===== src/rtl/ase_reset_sequencer.sv =====
// ---------------------------------------------------------------------------
// ase_reset_sequencer
//
// Schedules the shared AFU soft reset for NUM_REQ independent requesters.
// Requests are collected into a batch and served by one sequence:
//   LOCK    : lockdown high, wait for system_is_idle (bounded by IDLE_TIMEOUT)
//   ASSERT  : soft_reset held high for HOLD_CYCLES cycles
//   RELEASE : POST_CYCLES settle cycles, then a one-cycle req_ack for the batch
// Requests arriving while a sequence runs are parked in a pending mask and
// start a fresh sequence after one IDLE cycle.
//
// Ports
//   clk            : single clock, all logic on posedge
//   ase_reset      : synchronous active-high system reset
//   req_valid      : per-requester reset request pulse (a level repeats)
//   system_is_idle : no transactions in flight (sampled only in LOCK)
//   lockdown       : stop accepting new transactions
//   soft_reset     : AFU soft reset (high during ase_reset)
//   req_ack        : one-cycle completion pulse, one bit per served requester
//   timeout_err    : one-cycle pulse, idle wait timed out and reset was forced
//   busy           : sequencer is not idle
// All outputs are registered.
// ---------------------------------------------------------------------------
module ase_reset_sequencer #(
  parameter int NUM_REQ      = 2,
  parameter int IDLE_TIMEOUT = 1024,
  parameter int HOLD_CYCLES  = 20,
  parameter int POST_CYCLES  = 20
) (
  input  logic               clk,
  input  logic               ase_reset,
  input  logic [NUM_REQ-1:0] req_valid,
  input  logic               system_is_idle,
  output logic               lockdown,
  output logic               soft_reset,
  output logic [NUM_REQ-1:0] req_ack,
  output logic               timeout_err,
  output logic               busy
);

  localparam int MAX_HP  = (HOLD_CYCLES > POST_CYCLES) ? HOLD_CYCLES : POST_CYCLES;
  localparam int MAX_ALL = (IDLE_TIMEOUT > MAX_HP) ? IDLE_TIMEOUT : MAX_HP;
  localparam int CW      = $clog2(MAX_ALL + 1);

  localparam logic [CW-1:0] CNT_ONE   = CW'(1);
  localparam logic [CW-1:0] TO_LAST   = CW'(IDLE_TIMEOUT - 1);
  localparam logic [CW-1:0] HOLD_LAST = CW'(HOLD_CYCLES - 1);
  localparam logic [CW-1:0] POST_LAST = CW'(POST_CYCLES - 1);

  typedef enum logic [1:0] {
    ST_IDLE    = 2'd0,
    ST_LOCK    = 2'd1,
    ST_ASSERT  = 2'd2,
    ST_RELEASE = 2'd3
  } state_t;

  state_t             r_state;
  logic [NUM_REQ-1:0] r_pending;
  logic [NUM_REQ-1:0] r_served;
  logic [CW-1:0]      r_wait_cnt;
  logic [CW-1:0]      r_cnt;
  logic               r_lockdown;
  logic               r_soft_reset;
  logic [NUM_REQ-1:0] r_req_ack;
  logic               r_timeout_err;
  logic               r_busy;

  state_t             w_state_nxt;
  logic [NUM_REQ-1:0] w_req_all;
  logic [NUM_REQ-1:0] w_pending_nxt;
  logic [NUM_REQ-1:0] w_served_nxt;
  logic [CW-1:0]      w_wait_cnt_nxt;
  logic [CW-1:0]      w_cnt_nxt;
  logic               w_lockdown_nxt;
  logic               w_soft_reset_nxt;
  logic [NUM_REQ-1:0] w_req_ack_nxt;
  logic               w_timeout_err_nxt;
  logic               w_busy_nxt;

  assign w_req_all = r_pending | req_valid;

  // Next-state and next-output logic for the sequencing FSM.
  always_comb begin
    w_state_nxt       = r_state;
    // New requests accumulate in every state; IDLE overrides when it takes them.
    w_pending_nxt     = w_req_all;
    w_served_nxt      = r_served;
    w_wait_cnt_nxt    = r_wait_cnt;
    w_cnt_nxt         = r_cnt;
    w_lockdown_nxt    = r_lockdown;
    w_soft_reset_nxt  = r_soft_reset;
    w_req_ack_nxt     = '0;
    w_timeout_err_nxt = 1'b0;

    case (r_state)
      ST_IDLE: begin
        // Also releases the soft reset left high by ase_reset.
        w_soft_reset_nxt = 1'b0;
        w_lockdown_nxt   = 1'b0;
        if (w_req_all != '0) begin
          w_state_nxt    = ST_LOCK;
          w_served_nxt   = w_req_all;
          w_pending_nxt  = '0;
          w_lockdown_nxt = 1'b1;
          w_wait_cnt_nxt = '0;
        end else begin
          w_state_nxt    = ST_IDLE;
        end
      end

      ST_LOCK: begin
        if (system_is_idle) begin
          w_state_nxt      = ST_ASSERT;
          w_soft_reset_nxt = 1'b1;
          w_cnt_nxt        = '0;
        end else if (r_wait_cnt == TO_LAST) begin
          // Traffic never drained; force the reset anyway and flag it.
          w_state_nxt       = ST_ASSERT;
          w_soft_reset_nxt  = 1'b1;
          w_timeout_err_nxt = 1'b1;
          w_cnt_nxt         = '0;
        end else begin
          w_wait_cnt_nxt = r_wait_cnt + CNT_ONE;
        end
      end

      ST_ASSERT: begin
        if (r_cnt == HOLD_LAST) begin
          w_state_nxt      = ST_RELEASE;
          w_soft_reset_nxt = 1'b0;
          w_cnt_nxt        = '0;
        end else begin
          w_cnt_nxt = r_cnt + CNT_ONE;
        end
      end

      ST_RELEASE: begin
        if (r_cnt == POST_LAST) begin
          w_state_nxt    = ST_IDLE;
          w_lockdown_nxt = 1'b0;
          w_req_ack_nxt  = r_served;
          w_served_nxt   = '0;
        end else begin
          w_cnt_nxt = r_cnt + CNT_ONE;
        end
      end

      default: begin
        w_state_nxt      = ST_IDLE;
        w_lockdown_nxt   = 1'b0;
        w_soft_reset_nxt = 1'b0;
      end
    endcase

    w_busy_nxt = (w_state_nxt != ST_IDLE);
  end

  // State and registered outputs; ase_reset abandons any sequence in flight.
  always_ff @(posedge clk) begin
    if (ase_reset) begin
      r_state       <= ST_IDLE;
      r_pending     <= '0;
      r_served      <= '0;
      r_wait_cnt    <= '0;
      r_cnt         <= '0;
      r_lockdown    <= 1'b0;
      r_soft_reset  <= 1'b1;
      r_req_ack     <= '0;
      r_timeout_err <= 1'b0;
      r_busy        <= 1'b0;
    end else begin
      r_state       <= w_state_nxt;
      r_pending     <= w_pending_nxt;
      r_served      <= w_served_nxt;
      r_wait_cnt    <= w_wait_cnt_nxt;
      r_cnt         <= w_cnt_nxt;
      r_lockdown    <= w_lockdown_nxt;
      r_soft_reset  <= w_soft_reset_nxt;
      r_req_ack     <= w_req_ack_nxt;
      r_timeout_err <= w_timeout_err_nxt;
      r_busy        <= w_busy_nxt;
    end
  end

  assign lockdown    = r_lockdown;
  assign soft_reset  = r_soft_reset;
  assign req_ack     = r_req_ack;
  assign timeout_err = r_timeout_err;
  assign busy        = r_busy;

endmodule


===== config.mk =====
export PLATFORM = sky130hd
export DESIGN_NAME = ase_reset_sequencer
export DESIGN_NICKNAME = d
export VERILOG_FILES = /design/src/rtl/ase_reset_sequencer.sv
export SDC_FILE = /design/constraint.sdc
export NUM_CORES = 1
export LEC_CHECK = 0
export ABC_AREA = 1
export BUFFER_PORTS_ARGS = -buffer_cell sky130_fd_sc_hd__buf_2
export CORE_MARGIN = 3
export CORE_UTILIZATION = 30
export DETAILED_ROUTE_END_ITERATION = 7
export HOLD_SLACK_MARGIN = 0.03
export PLACE_DENSITY = 0.54
export SLEW_MARGIN = 15
export SYNTH_ARGS = -nofsm -noshare
export SYNTH_HDL_FRONTEND = slang
export SYNTH_SLANG_ARGS = --single-unit

===== constraint.sdc =====
create_clock -name clk -period 3.2 [get_ports clk]
set_clock_uncertainty 0.2 [all_clocks]
set_input_delay 0.16 -clock clk [delete_from_list [all_inputs] [get_ports clk]]
set_output_delay 0.16 -clock clk [all_outputs]
set_load 0.02 [all_outputs]

==> impl_table.tex <==
\begin{tabular}{lr}
\hline
Metric & Value \\
\hline
\multicolumn{2}{l}{\textbf{Logic synthesis}} \\
Post-synth EDFFs & 0 \\
Synthesis warning total & 0 \\
Flip-flop and latch count after synthesis & 34 \\
Synth Flop Type & dfxtp\_1 \\
Per-instance average area after synthesis & roughly 6.2 um2 \\
Proportion of synthesized flip-flops having asynchronous set or reset & 0 \\
Part of the Yosys area used for sequential elements & 0.354 \\
Commonest cells in the synthesized netlist & nand2\_1, inv\_1, nor2\_1, dfxtp\_1, nand3\_1 \\
Number of nets produced by synthesis & about 320 \\
Leading cell type by number of instances after synthesis & nand2\_1 \\
Top area cells in the synthesized netlist & dfxtp\_1, nand2\_1, inv\_1, nor2\_1, nand3\_1 \\
Cell taking the most area after synthesis & dfxtp\_1 \\
Count of mapped cells out of synthesis & 308 \\
Top cell type's share of synthesized area & 0.354 \\
Netlist Area Pre-Place & about 0.0019 mm2 \\
Library cells used by synthesis & 22 \\
\multicolumn{2}{l}{\textbf{Power and ir drop}} \\
Combinational group share of total power & 0.216 \\
Switching Fraction & 0.323 \\
Internal Dissipation & 0.000761 W \\
Static Leakage & 0.967 nW \\
Power density over the cells & 517 mW/mm2 \\
Clk pwr share & 0.347 \\
Part of the power in registers & 0.437 \\
Switching component of the power & around 0.00036 W \\
Max VDD drop & 0.271 mV \\
\multicolumn{2}{l}{\textbf{CTS}} \\
Clock tree from TritonCTS & done \\
Master cell of the clock root buffer & clkbuf\_8 \\
Clock tree sinks & 34 \\
Post-CTS Setup Inserts & 0 \\
Post-cts repair resize count & 0 \\
Clock latency of the later-clocked register in the worst-skew pair & 0.29 ns \\
Max Buffers Root-to-Sink & 2 \\
CTS clock-pin slew for the worst setup and hold paths & $\sim$0.07 ns \\
TritonCTS buffer count & 5 \\
Clock H-tree levels & 2 \\
\multicolumn{2}{l}{\textbf{Critical path}} \\
Worst Path Arrival & 1.99 ns \\
Reg-to-reg startpoint & r\_wait\_cnt[0] \\
Element type at the critical path end & flop \\
Maximum fanout encountered on the critical timing path & 13 \\
Required time of the worst setup path & between 3 and 4 ns \\
Critical Path Source & r\_wait\_cnt[0] \\
Kind of start point of the critical path & flop \\
Class of the most critical setup path & reg2reg \\
\multicolumn{2}{l}{\textbf{Floorplan}} \\
Core region area & 0.00606 mm2 \\
DIE WIDTH & 86.0 um \\
Die footprint & 0.00740 mm2 \\
Ports & 11 \\
Site row count & 28 \\
Die extent in y & 86.0 um \\
Starting utilization of the core area & 0.317 \\
\multicolumn{2}{l}{\textbf{Global route}} \\
First-pass GRT wire length & 7540 um \\
Congestion Overflow GR & 0 \\
Maximum number of pins on one net before global-route repair & 27 \\
Number of antenna violations at the first check in global routing & 0 \\
GRT Resource Usage Total & 0.126 \\
Vias in the first global route & 1,686 \\
\multicolumn{2}{l}{\textbf{STA}} \\
Unrepaired setup endpoints after global routing & no \\
Period Utilization, post-route & 0.630 \\
Worst slew pin tran & approximately 0.5 ns \\
Final hold violations & 0 \\
Fmax & 0.496 GHz \\
Setup TNS & 0 ns \\
Pins over their slew limit & 0 \\
Max-slew headroom & 0.665 \\
Final critical delay including setup and external delays & approximately 2 ns \\
Total setup violations reported at the end of the flow & 0 \\
\multicolumn{2}{l}{\textbf{Final layout}} \\
Layout fillers & 668 \\
Multi-input gate area & 0.00103 mm2 \\
Area delta synth->final & 13.2\% \\
\# nets final & 330 \\
Register Area & 681 um2 \\
Post-layout util & 0.359 \\
Final antenna diode count & 0 \\
Share of cells above drive strength 1 & 0.105 \\
\multicolumn{2}{l}{\textbf{Drt}} \\
Wire length per cell & 10.6 um \\
First-pass DRT Iterations & 4 \\
Routed via count divided by cell count & around 4.6 \\
Overall via count from detail\_route & 1,842 \\
Number of routed nets with antenna violations & 0 \\
Detailed Route WL & roughly 4200 um \\
Final routed DRC violation total & 0 \\
Number of DRC markers after the initial detailed-route iteration & 67 \\
\multicolumn{2}{l}{\textbf{Hold path}} \\
Min-Delay Startpoint & ase\_reset \\
Worst hold path type & in2reg \\
\multicolumn{2}{l}{\textbf{Placement}} \\
Placed wire-length estimate & roughly 3100 um \\
Count of buffers inserted at the top-level ports & 10 \\
Placer congestion estimate & 0.817 \\
\multicolumn{2}{l}{\textbf{Status}} \\
Run status & finished, final reports clean \\
\multicolumn{2}{l}{\textbf{Job}} \\
Max Cap Viol & 0 \\
\hline
\end{tabular}
==> timing repair <==
item / in CTS / in global routing
endpoints found under the setup margin: 0 / 0
hold buffers: 3 / 0
hold endpoints to repair: 3 / 0
==> registers in the layout (all words and copies together), names as in the netlist <==
register	cells
r_served	2
timeout_err	1
soft_reset	1
r_state	2
lockdown	1
r_wait_cnt	11
busy	1
r_pending	2
req_ack	2
r_cnt	11
==> metal layers <==
metal | part of all wire | vias to the layer above | track usage | wire length [um]
met3 | 0.023 | 5 | 0.0259 | 95
met5 | 0 | - | 0 | 0
met2 | 0.47 | 22 | 0.205 | 2000
met4 | 0.019 | 0 | 0.0576 | 81
met1 | 0.48 | 818 | 0.160 | 2040
li1 | - | 997 | - | -
==> placed cells by master, fill, tap and decap left out, drive strengths merged <==
| cell | Yosys | routed |
|---|---|---|
| o211ai | 2 | 2 |
| nand4 | 7 | 7 |
| nor2 | 47 | 47 |
| a21oi | 20 | 20 |
| dlygate4sd3 | 0 | 3 |
| buf | 2 | 10 |
| clkbuf | 3 | 5 |
| inv | 47 | 47 |
| dfxtp | 34 | 34 |
| bufinv | 0 | 1 |
| nand2 | 94 | 94 |
| nand3 | 32 | 32 |
| ha | 2 | 2 |
| o21bai | 4 | 4 |
| clkinv | 0 | 2 |
| nor4 | 1 | 1 |
| xor2 | 4 | 4 |
| o21ai | 6 | 6 |
| nor3 | 3 | 3 |
==> worst max-delay path, cell delays in order, from the launching register on <==
cell,delay (ns)
dfxtp_1,0.37
ha_1,0.18
nand2_1,0.14
nor2_4,0.15
nand3_2,0.12
nand2_2,0.14
nand3_2,0.25
o21ai_0,0.29
nor2_1,0.06
==> layout make-up <==
| cell class | count | share of cell area |
|---|---|---|
| Sequential cell | 34 | 0.313 |
| Timing Repair Buffer | 13 | 0.0368 |
| Tap cell | 75 | 0.0432 |
| Clock inverter | 3 | 0.0184 |
| Clock buffer | 5 | 0.0316 |
| Inverter | 47 | 0.0811 |
| Multi-Input combinational cell | 222 | 0.476 |
==> through the flow <==
| stage | std cells | hold WS [ns] | instance area [um2] | total power [W] | setup WS (ns) |
|---|---|---|---|---|---|
| final | 399 | 0.127 | 2170 | 0.00112 | 1.18 |
| after global routing | 399 | 0.179 | 2170 | 0.00120 | 0.984 |
| after CTS | 399 | 0.136 | 2170 | 0.00115 | 1.16 |
| after detailed placement | 388 | 0.196 | 2040 | 0.000746 | 1.17 |
| after global placement | 388 | 0.203 | 2040 | 0.000746 | 1.24 |
| after floorplan | 308 | 0.0374 | 1920 | 0.000691 | 1.55 |
==> power groups by stage <==
stage          clock (W)  sequential, W  combinational (W)
6_report        0.000390       0.000492           0.000243
5_1_grt         0.000422       0.000498           0.000285
4_1_cts         0.000406       0.000492           0.000248
3_5_place_dp           0       0.000502           0.000244
3_3_place_gp           0       0.000502           0.000244
2_1_floorplan          0       0.000502           0.000189
==> kinds of logic after synthesis <==
| kind of cell | synth area share |
|---|---|
| buffers and inverters | 0.107 |
| AND/OR/NAND/NOR | 0.416 |
| XOR/XNOR | 0.0182 |
| adder cells (fa/ha/maj) | 0.0130 |
| flip-flops | 0.354 |
| AO/OA/AOI/OAI | 0.0911 |
==> worst paths after layout <==
kind,to,slack (ns),depth (start not counted)
min reg2reg,req_ack[1],0.23,2
max,r_cnt[0],1.18,8
min,r_cnt[2],0.13,2
max reg2reg,r_cnt[0],1.18,8
Note: power is estimated with default switching activity, not from simulation.
